<file path="src/rtl/pll_seq_pkg.sv">
// Shared types and helpers for the PLL lock sequencer.
package pll_seq_pkg;

    typedef enum logic [2:0] {
        RESET_PLL = 3'd0,
        WAIT_LOCK = 3'd1,
        STABILIZE = 3'd2,
        RUN       = 3'd3,
        FAIL      = 3'd4
    } pll_state_e;

    // Width of the shared phase counter: enough bits to reach the longest phase.
    function automatic int cnt_width(input int a, input int b, input int c);
        int m;
        m = a;
        if (b > m) begin
            m = b;
        end else begin
            m = m;
        end
        if (c > m) begin
            m = c;
        end else begin
            m = m;
        end
        return (m > 1) ? $clog2(m) : 1;
    endfunction

endpackage

</file>
<file path="src/rtl/sync_2ff.sv">
// Two-flop synchronizer for a single asynchronous level, reset to 0.
module sync_2ff (
    input  logic clk,
    input  logic reset,
    input  logic d,
    output logic q
);

    logic meta_r;

    // Capture the asynchronous level, then re-register it to settle metastability.
    always_ff @(posedge clk) begin
        if (reset) begin
            meta_r <= 1'b0;
            q      <= 1'b0;
        end else begin
            meta_r <= d;
            q      <= meta_r;
        end
    end

endmodule

</file>
<file path="src/rtl/pll_lock_sequencer.sv">
// Drives PLL RESETB, qualifies lock with timeout/retry, and gates system reset.
module pll_lock_sequencer
    import pll_seq_pkg::*;
#(
    parameter int PLL_RESET_CYCLES    = 16,
    parameter int LOCK_TIMEOUT_CYCLES = 16000,
    parameter int LOCK_STABLE_CYCLES  = 1024,
    parameter int MAX_RETRIES         = 3,
    parameter int RETRY_W             = 2
) (
    input  logic               clock_in,
    input  logic               reset,
    input  logic               locked,
    input  logic               restart,
    output logic               pll_resetb,
    output logic               sys_reset,
    output logic               ready,
    output logic               fail,
    output logic [RETRY_W-1:0] retry_count,
    output logic [7:0]         lock_loss_count
);

    localparam int CNT_W = cnt_width(PLL_RESET_CYCLES, LOCK_TIMEOUT_CYCLES, LOCK_STABLE_CYCLES);

    localparam logic [CNT_W-1:0]   RST_LAST  = CNT_W'(PLL_RESET_CYCLES - 1);
    localparam logic [CNT_W-1:0]   TMO_LAST  = CNT_W'(LOCK_TIMEOUT_CYCLES - 1);
    localparam logic [CNT_W-1:0]   STB_LAST  = CNT_W'(LOCK_STABLE_CYCLES - 1);
    localparam logic [RETRY_W-1:0] RETRY_MAX = RETRY_W'(MAX_RETRIES);

    pll_state_e         state_r;
    pll_state_e         state_nxt_s;
    logic [CNT_W-1:0]   cnt_r;
    logic [CNT_W-1:0]   cnt_nxt_s;
    logic [RETRY_W-1:0] retry_nxt_s;
    logic [7:0]         loss_nxt_s;
    logic               locked_s;

    sync_2ff u_lock_sync (
        .clk   (clock_in),
        .reset (reset),
        .d     (locked),
        .q     (locked_s)
    );

    // Next-state, retry and lock-loss bookkeeping; restart overrides every transition.
    always_comb begin
        state_nxt_s = state_r;
        retry_nxt_s = retry_count;
        loss_nxt_s  = lock_loss_count;
        if (restart) begin
            state_nxt_s = RESET_PLL;
            retry_nxt_s = {RETRY_W{1'b0}};
        end else begin
            case (state_r)
                RESET_PLL: begin
                    if (cnt_r == RST_LAST) begin
                        state_nxt_s = WAIT_LOCK;
                    end else begin
                        state_nxt_s = RESET_PLL;
                    end
                end
                WAIT_LOCK: begin
                    // Lock seen on the timeout cycle still counts as lock.
                    if (locked_s) begin
                        state_nxt_s = STABILIZE;
                    end else if (cnt_r == TMO_LAST) begin
                        if (retry_count < RETRY_MAX) begin
                            retry_nxt_s = retry_count + RETRY_W'(1);
                            state_nxt_s = RESET_PLL;
                        end else begin
                            state_nxt_s = FAIL;
                        end
                    end else begin
                        state_nxt_s = WAIT_LOCK;
                    end
                end
                STABILIZE: begin
                    if (!locked_s) begin
                        state_nxt_s = WAIT_LOCK;
                    end else if (cnt_r == STB_LAST) begin
                        state_nxt_s = RUN;
                    end else begin
                        state_nxt_s = STABILIZE;
                    end
                end
                RUN: begin
                    if (!locked_s) begin
                        state_nxt_s = WAIT_LOCK;
                        retry_nxt_s = {RETRY_W{1'b0}};
                        if (lock_loss_count != 8'hFF) begin
                            loss_nxt_s = lock_loss_count + 8'd1;
                        end else begin
                            loss_nxt_s = lock_loss_count;
                        end
                    end else begin
                        state_nxt_s = RUN;
                    end
                end
                FAIL: begin
                    state_nxt_s = FAIL;
                end
                default: begin
                    state_nxt_s = RESET_PLL;
                    retry_nxt_s = {RETRY_W{1'b0}};
                end
            endcase
        end

        if (restart || (state_nxt_s != state_r)) begin
            cnt_nxt_s = {CNT_W{1'b0}};
        end else begin
            cnt_nxt_s = cnt_r + CNT_W'(1);
        end
    end

    // State, counter and outputs registered together; outputs decode the next state.
    always_ff @(posedge clock_in) begin
        if (reset) begin
            state_r         <= RESET_PLL;
            cnt_r           <= {CNT_W{1'b0}};
            retry_count     <= {RETRY_W{1'b0}};
            lock_loss_count <= 8'd0;
            pll_resetb      <= 1'b0;
            sys_reset       <= 1'b1;
            ready           <= 1'b0;
            fail            <= 1'b0;
        end else begin
            state_r         <= state_nxt_s;
            cnt_r           <= cnt_nxt_s;
            retry_count     <= retry_nxt_s;
            lock_loss_count <= loss_nxt_s;
            pll_resetb      <= !((state_nxt_s == RESET_PLL) || (state_nxt_s == FAIL));
            sys_reset       <= (state_nxt_s != RUN);
            ready           <= (state_nxt_s == RUN);
            fail            <= (state_nxt_s == FAIL);
        end
    end

endmodule

</file>
<file path="config.mk">
export PLATFORM = sky130hd
export DESIGN_NAME = pll_lock_sequencer
export DESIGN_NICKNAME = d
export VERILOG_FILES = /design/src/rtl/pll_seq_pkg.sv /design/src/rtl/sync_2ff.sv /design/src/rtl/pll_lock_sequencer.sv
export SDC_FILE = /design/constraint.sdc
export NUM_CORES = 1
export LEC_CHECK = 0
export BUFFER_PORTS_ARGS = -buffer_cell sky130_fd_sc_hd__buf_2
export CAP_MARGIN = 30
export CORE_MARGIN = 2
export CORE_UTILIZATION = 39
export DETAILED_ROUTE_END_ITERATION = 16
export GPL_TIMING_DRIVEN = 0
export PLACE_DENSITY = 0.7
export REMOVE_ABC_BUFFERS = 1
export SLEW_MARGIN = 25
export SYNTH_ARGS = -nofsm -noshare
export SYNTH_HDL_FRONTEND = slang
export SYNTH_SLANG_ARGS = --single-unit
</file>
<file path="constraint.sdc">
create_clock -name clock_in -period 1.7 [get_ports clock_in]
set_input_delay 0.34 -clock clock_in [delete_from_list [all_inputs] [get_ports clock_in]]
set_output_delay 0.34 -clock clock_in [all_outputs]
set_load 0.05 [all_outputs]
</file>
Word-level counts from Yosys, hierarchy flattened
Cells that the tools add are included.
{"block": "classes", "n_bitwise": 3, "n_reduce_logical": 10, "n_mux": 14, "order_cmp": 1, "eq_ne": 16, "n_addsub": 3}
{"cell": "case mux 3 bit (5 select lines)", "count": 1}
{"cell": "adder 14 x 1 -> 14 bit (second input constant)", "count": 1}
{"cell": "equality test 14 x 10 -> 1 bit (second input constant)", "count": 1}
{"cell": "equality test 14 bit (second input constant)", "count": 1}
{"cell": "equality test 14 x 4 -> 1 bit (second input constant)", "count": 1}
{"cell": "2-to-1 mux 2 bit", "count": 6}
{"cell": "2-to-1 mux 3 bit", "count": 4}
{"cell": "equality test 3 x 2 -> 1 bit (second input constant)", "count": 3}
{"cell": "adder 8 x 1 -> 8 bit (second input constant)", "count": 1}
{"cell": "inequality test 2 bit (second input constant)", "count": 4}
{"cell": "inequality test 8 bit (second input constant)", "count": 1}
{"cell": "equality test 3 bit (second input constant)", "count": 2}
{"cell": "logical NOT 3 bit", "count": 2}
{"cell": "case mux 2 bit (3 select lines)", "count": 1}
{"cell": "AND reduction 5 bit", "count": 1}
{"cell": "AND reduction 4 bit", "count": 1}
{"cell": "OR reduction 2 bit", "count": 2}
{"cell": "equality test 3 x 1 -> 1 bit (second input constant)", "count": 1}
{"cell": "inequality test 3 x 2 -> 1 bit (second input constant)", "count": 1}
{"cell": "inequality test 3 bit", "count": 1}
{"cell": "NOT 1 bit", "count": 3}
{"cell": "OR reduction 3 bit", "count": 1}
{"cell": "adder 2 x 1 -> 2 bit (second input constant)", "count": 1}
{"cell": "logical OR 1 bit", "count": 2}
{"cell": "3 further kinds", "count": 4}
{"block": "totals", "register_bits": 33, "out_inout_bits": 14, "inputBits": 4, "elab_cells": 57}

Logic depth before layout (Yosys ltp)
{"block": "logic_depth", "ltp_word": 9, "ltp_mapped": 7, "depth_no_buf": 6}

Hierarchy
Synthesis repeated with hierarchy kept, for this count alone.
{"block": "hier_totals", "hier_cells": 170, "hier_area_um2": 1591.5}
{"module": "pll_lock_sequencer", "cells_each": 166, "n_inst": 1, "area_each_um2": 1539.0, "seq_area_each_um2": 620.6}
{"module": "sync_2ff", "cells_each": 4, "n_inst": 1, "area_each_um2": 52.6, "seq_area_each_um2": 40.0}

Least setup slack after synthesis
No wires, ideal clock.
{"block": "synth_path", "path_kind": "reg-to-reg", "startpoint": "register cnt_r[12]", "endpoint": "register cnt_r[10]", "t_required_ps": 1570, "setup_slack_ps": -51, "n_path_buf": 1, "stages_incl_launch_ff": 7, "setup_ps": 130, "arrival_ps": 1621, "synth_period_minus_slack_ps": 1751, "path_cell_list": "dfxtp_1 or4_4 o41ai_2 and3_1 o31a_2 buf_6 nor3_1"}
{"block": "synth_via", "elab_chain_len": 8, "elab_cells_between_ends": 13, "classes_between": "eq/ne (4); mux (7); reduce/logical (2)"}
{"element": "start: declaration", "line_no": "pll_lock_sequencer.sv:32", "rtl": "logic [CNT_W-1:0] cnt_r;"}
{"element": "start signal: assignment", "line_no": "pll_lock_sequencer.sv:120", "rtl": "cnt_r <= {CNT_W{1'b0}};"}
{"element": "start signal: assignment", "line_no": "pll_lock_sequencer.sv:129", "rtl": "cnt_r <= cnt_nxt_s;"}
{"element": "equality test 14 x 10 -> 1 bit or equality test 14 bit (tied branches)", "line_no": "pll_lock_sequencer.sv:80, pll_lock_sequencer.sv:66"}
{"element": "2-to-1 mux 1 bit or 2-to-1 mux 3 bit (tied branches)", "line_no": "pll_lock_sequencer.sv:80, pll_lock_sequencer.sv:66"}
{"element": "2-to-1 mux 2 bit or 2-to-1 mux 3 bit (tied branches)", "line_no": "pll_lock_sequencer.sv:78, pll_lock_sequencer.sv:64"}
{"element": "case mux 3 bit (5 select lines) *", "line_no": "pll_lock_sequencer.sv:54", "rtl": "case (state_r)"}
{"element": "2-to-1 mux 3 bit *", "line_no": "pll_lock_sequencer.sv:50", "rtl": "if (restart) begin"}
{"element": "inequality test 3 bit *", "line_no": "pll_lock_sequencer.sv:109", "rtl": "if (restart || (state_nxt_s != state_r)) begin"}
{"element": "logical OR 1 bit *", "line_no": "pll_lock_sequencer.sv:109"}
{"element": "OR reduction 2 bit (no line) *"}
Mark *: on every way between the ends. The rest lies on a longest branch, timed or not.
A chain may end at the register's enable or synchronous reset.

Worst setup path in the final report
{"block": "layout_path", "startpoint": "register cnt_r[13]", "endpoint": "register cnt_r[13]"}
{"block": "layout_via", "elab_chain_len": 8, "elab_cells_between_ends": 14, "classes_between": "add/sub (1); eq/ne (4); mux (7); reduce/logical (2)"}
{"element": "equality test 14 x 10 -> 1 bit or equality test 14 bit (tied branches)", "line_no": "pll_lock_sequencer.sv:80, pll_lock_sequencer.sv:66"}
{"element": "2-to-1 mux 1 bit or 2-to-1 mux 3 bit (tied branches)", "line_no": "pll_lock_sequencer.sv:80, pll_lock_sequencer.sv:66"}
{"element": "2-to-1 mux 2 bit or 2-to-1 mux 3 bit (tied branches)", "line_no": "pll_lock_sequencer.sv:78, pll_lock_sequencer.sv:64"}
{"element": "case mux 3 bit (5 select lines)", "line_no": "pll_lock_sequencer.sv:54"}
{"element": "2-to-1 mux 3 bit", "line_no": "pll_lock_sequencer.sv:50"}
{"element": "inequality test 3 bit", "line_no": "pll_lock_sequencer.sv:109"}
{"element": "logical OR 1 bit", "line_no": "pll_lock_sequencer.sv:109"}
{"element": "OR reduction 2 bit (no line)"}
Parallel ways exist; a longest one is shown, timed or not.

==> impl_metrics.json <==
{
  "setup_ws_ns": -0.0492,
  "crit_path_end_kind": "register",
  "die_w_um": 67.1,
  "grt_max_degree": 19,
  "clk_path_buf_depth": 2,
  "hold_path.class": "in -> reg",
  "grt_pass1_wl_um": 5380,
  "period_share_pct": 103,
  "area_growth_syn_to_layout_pct": 23.4,
  "startpoint_type": "register",
  "clkPwrFrac_pct": 47.4,
  "io_pins": 18,
  "die_h_um": 67.1,
  "routedWlPerCell_um": 13.2,
  "setup_violations": 12,
  "holdWs_ns": 0.257,
  "ir_worst_vdd_uv": 456,
  "dieArea_mm2": 0.00450,
  "cts_buffers": 5,
  "vias_per_cell": 5.45,
  "pwr-share-seq_pct": 50.3,
  "path_max_fanout": 6,
  "avgSynthCellArea_um2": 9.03,
  "ys_types": 41,
  "syn_inst": 172,
  "netlist_top_cells_area": "dfxtp_1 (43%), xnor2_1 (6.8%), nor3_1 (4.8%)",
  "cts_tree": "done",
  "clkSinkCount": 33,
  "dr.first_iter.drc_count": 64,
  "h-tree-depth": 2,
  "num_rows": 22,
  "cts_hold_buf": 0,
  "placedInstanceArea_mm2": 0.00166,
  "first_global_vias": 1133,
  "antenna_cells": 0,
  "post-place-ws_ns": -0.204,
  "rsz0062_at_grt": "yes",
  "power.density_mw_per_mm2": 811,
  "post-synth-top-area-cell": "dfxtp_1",
  "place_hpwl_um": 2010,
  "path_clk_slew_ns": 0.07,
  "finClkSkew_ns": 0.00497,
  "path_class": "reg -> reg",
  "p_leak_nw": 0.667,
  "violations": "negative setup slack",
  "fin_crit_ns": 1.75,
  "placed_cells": 230,
  "hold_viol": 0,
  "cts_root_buffer": "clkbuf_8",
  "yosysWarnings": 0,
  "vias": 1318,
  "yosysTopAreaCellShare_pct": 42.5,
  "maxSlewViolCount": 0,
  "seq_area_frac_synth_pct": 42.5,
  "grt_overflow": 0,
  "drv_cap": 0,
  "layout.nets": 200,
  "layout.cells.non_filler": 242,
  "fmax_mhz": 572,
  "drtAntennaViolNets": 0,
  "run_status": "finished, violations left",
  "relSlewSlack_pct": 67.0,
  "synth-seq-cells": 33,
  "swShare_pct": 21.0,
  "p_int_w": 0.00123,
  "routabilityCongestion": 0.798,
  "grt_usage_pct": 16.0,
  "crit_required_ns": 1.87,
  "p_switching_w": 0.000326,
  "antenna_found_initial": 0,
  "initial_utilization_pct": 41.5,
  "dr.pass1.iters": 4,
  "cp.arrival_ns": 1.92,
  "drc": 0,
  "p_comb_share_pct": 2.3,
  "synth_area_mm2": 0.00155,
  "fin_area_mm2": 0.00192,
  "drt_wl_total_um": 3190,
  "clk_latency_ns": 0.29,
  "worst_slew_pin_slew_ns": 0.491,
  "drive_gt1_share_pct": 26.8,
  "core_mm2": 0.00374,
  "numPortBuffers": 17
}
registers in the layout, indices dropped and copies added (netlist names):
signal / count
cnt_r: 14
lock_loss_count: 8
state_r: 3
retry_count: 2
fail: 1
pll_resetb: 1
ready: 1
sys_reset: 1
u_lock_sync.meta_r: 1
u_lock_sync.q: 1
power groups by stage:
| stage | sequential, W | clock [W] | combinational (W) |
|---|---|---|---|
| final | 0.000782 | 0.000737 | 0.0000351 |
| after global routing | 0.000783 | 0.000798 | 0.0000389 |
| after CTS | 0.000780 | 0.000751 | 0.0000343 |
| after detailed placement | 0.000798 | 0 | 0.0000310 |
| after global placement | 0.000798 | 0 | 0.0000307 |
| after floorplan | 0.000798 | 0 | 0.0000147 |
cells by family after synthesis:
family / Yosys count / synth area share, %
simple gates: 86 / 29.8
flops: 33 / 42.5
compound gates: 19 / 10.2
xor+xnor: 19 / 10.7
buf+inv: 10 / 2.98
fa+ha+maj: 3 / 2.42
mux: 2 / 1.37
stage by stage:
stage | total power, W | utilization, % | TNS (ns)
finish | 0.00155 | 51.2 | -0.490
global route | 0.00162 | 51.2 | -1.29
CTS | 0.00157 | 50.1 | -0.0802
detailed placement | 0.000829 | 44.4 | -2.69
global placement | 0.000829 | 44.4 | -2.43
floorplan | 0.000812 | - | -0.429
repair_timing:
action	CTS	global route
pin swaps	5	1
cloned	1	0
setup buffers	3	0
resized for setup	15	11
setup endpoints to repair	18	20
cell usage after synthesis:
master	number
dfxtp_1	33
nor2_1	17
nor3_1	15
xnor2_1	12
nand2_1	10
nand3_1	10
xor2_1	7
nand4_1	6
clkbuf_1	5
a21oi_1	4
and3_1	4
nor2b_1	4
nor4_1	4
and2_1	3
ha_1	3
inv_1	3
nand3b_1	3
a2111oi_0	2
a311oi_1	2
and4_1	2
nand2b_1	2
or4_1	2
a21bo_2	1
a21boi_0	1
a22oi_1	1
a32oi_1	1
a41oi_1	1
and4bb_2	1
buf_2	1
buf_6	1
mux2_2	1
mux2i_1	1
nor2_2	1
nor3b_1	1
o211ai_1	1
o22ai_1	1
o31a_2	1
o41a_1	1
o41ai_1	1
o41ai_2	1
or4_4	1
cell type report:
cell class	count	area [um2]
Clock inverter	3	46.3
Timing Repair Buffer	20	108
Fill cell	364	1830
Tap cell	48	60.1
Clock buffer	5	68.8
Inverter	3	11.3
Multi-Input combinational cell	130	955
Sequential cell	33	668
critical path, stage by stage, from the launching register on:
cell and delay [ns]:
dfxtp_2 0.33, or4_4 0.58, o41ai_4 0.23, and3_4 0.26, o31a_4 0.18, nor3_1 0.06
layer usage:
layer | global-route usage, % | vias to the layer above | routed length [um]
li1 | - | 676 | -
met1 | 22.2 | 618 | 1610
met2 | 22.6 | 18 | 1400
met3 | 4.56 | 6 | 116
met4 | 7.65 | 0 | 65
met5 | 0 | - | 0
worst paths after layout:
check                                     start                             to  slack [ns]  cells after the start
hold / removal                           locked  u_lock_sync.meta_r$_SDFF_PP0_        0.26                      2
setup / recovery           cnt_r[13]$_SDFF_PP0_           cnt_r[13]$_SDFF_PP0_       -0.05                      5
hold reg to reg   u_lock_sync.meta_r$_SDFF_PP0_       u_lock_sync.q$_SDFF_PP0_        0.44                      1
setup reg to reg           cnt_r[13]$_SDFF_PP0_           cnt_r[13]$_SDFF_PP0_       -0.05                      5
layout by cell type, fill, tap and decap left out, types with 2 or more instances in the layout:
master / n
nor2_1: 16
or4_4: 2
a311oi_1: 2
buf_2: 17
and3_1: 2
xor2_1: 7
nor2_2: 2
ha_1: 2
a2111oi_1: 2
nor2b_1: 3
dfxtp_1: 27
inv_1: 3
buf_4: 3
nor4_1: 3
clkbuf_8: 5
nand4_1: 6
nand2_1: 10
and2_1: 3
nand3_1: 9
nand3b_1: 3
dfxtp_2: 6
nor3_1: 15
xnor2_1: 12
a21oi_1: 4
o31a_4: 2
(Power assumes the default switching activity.)
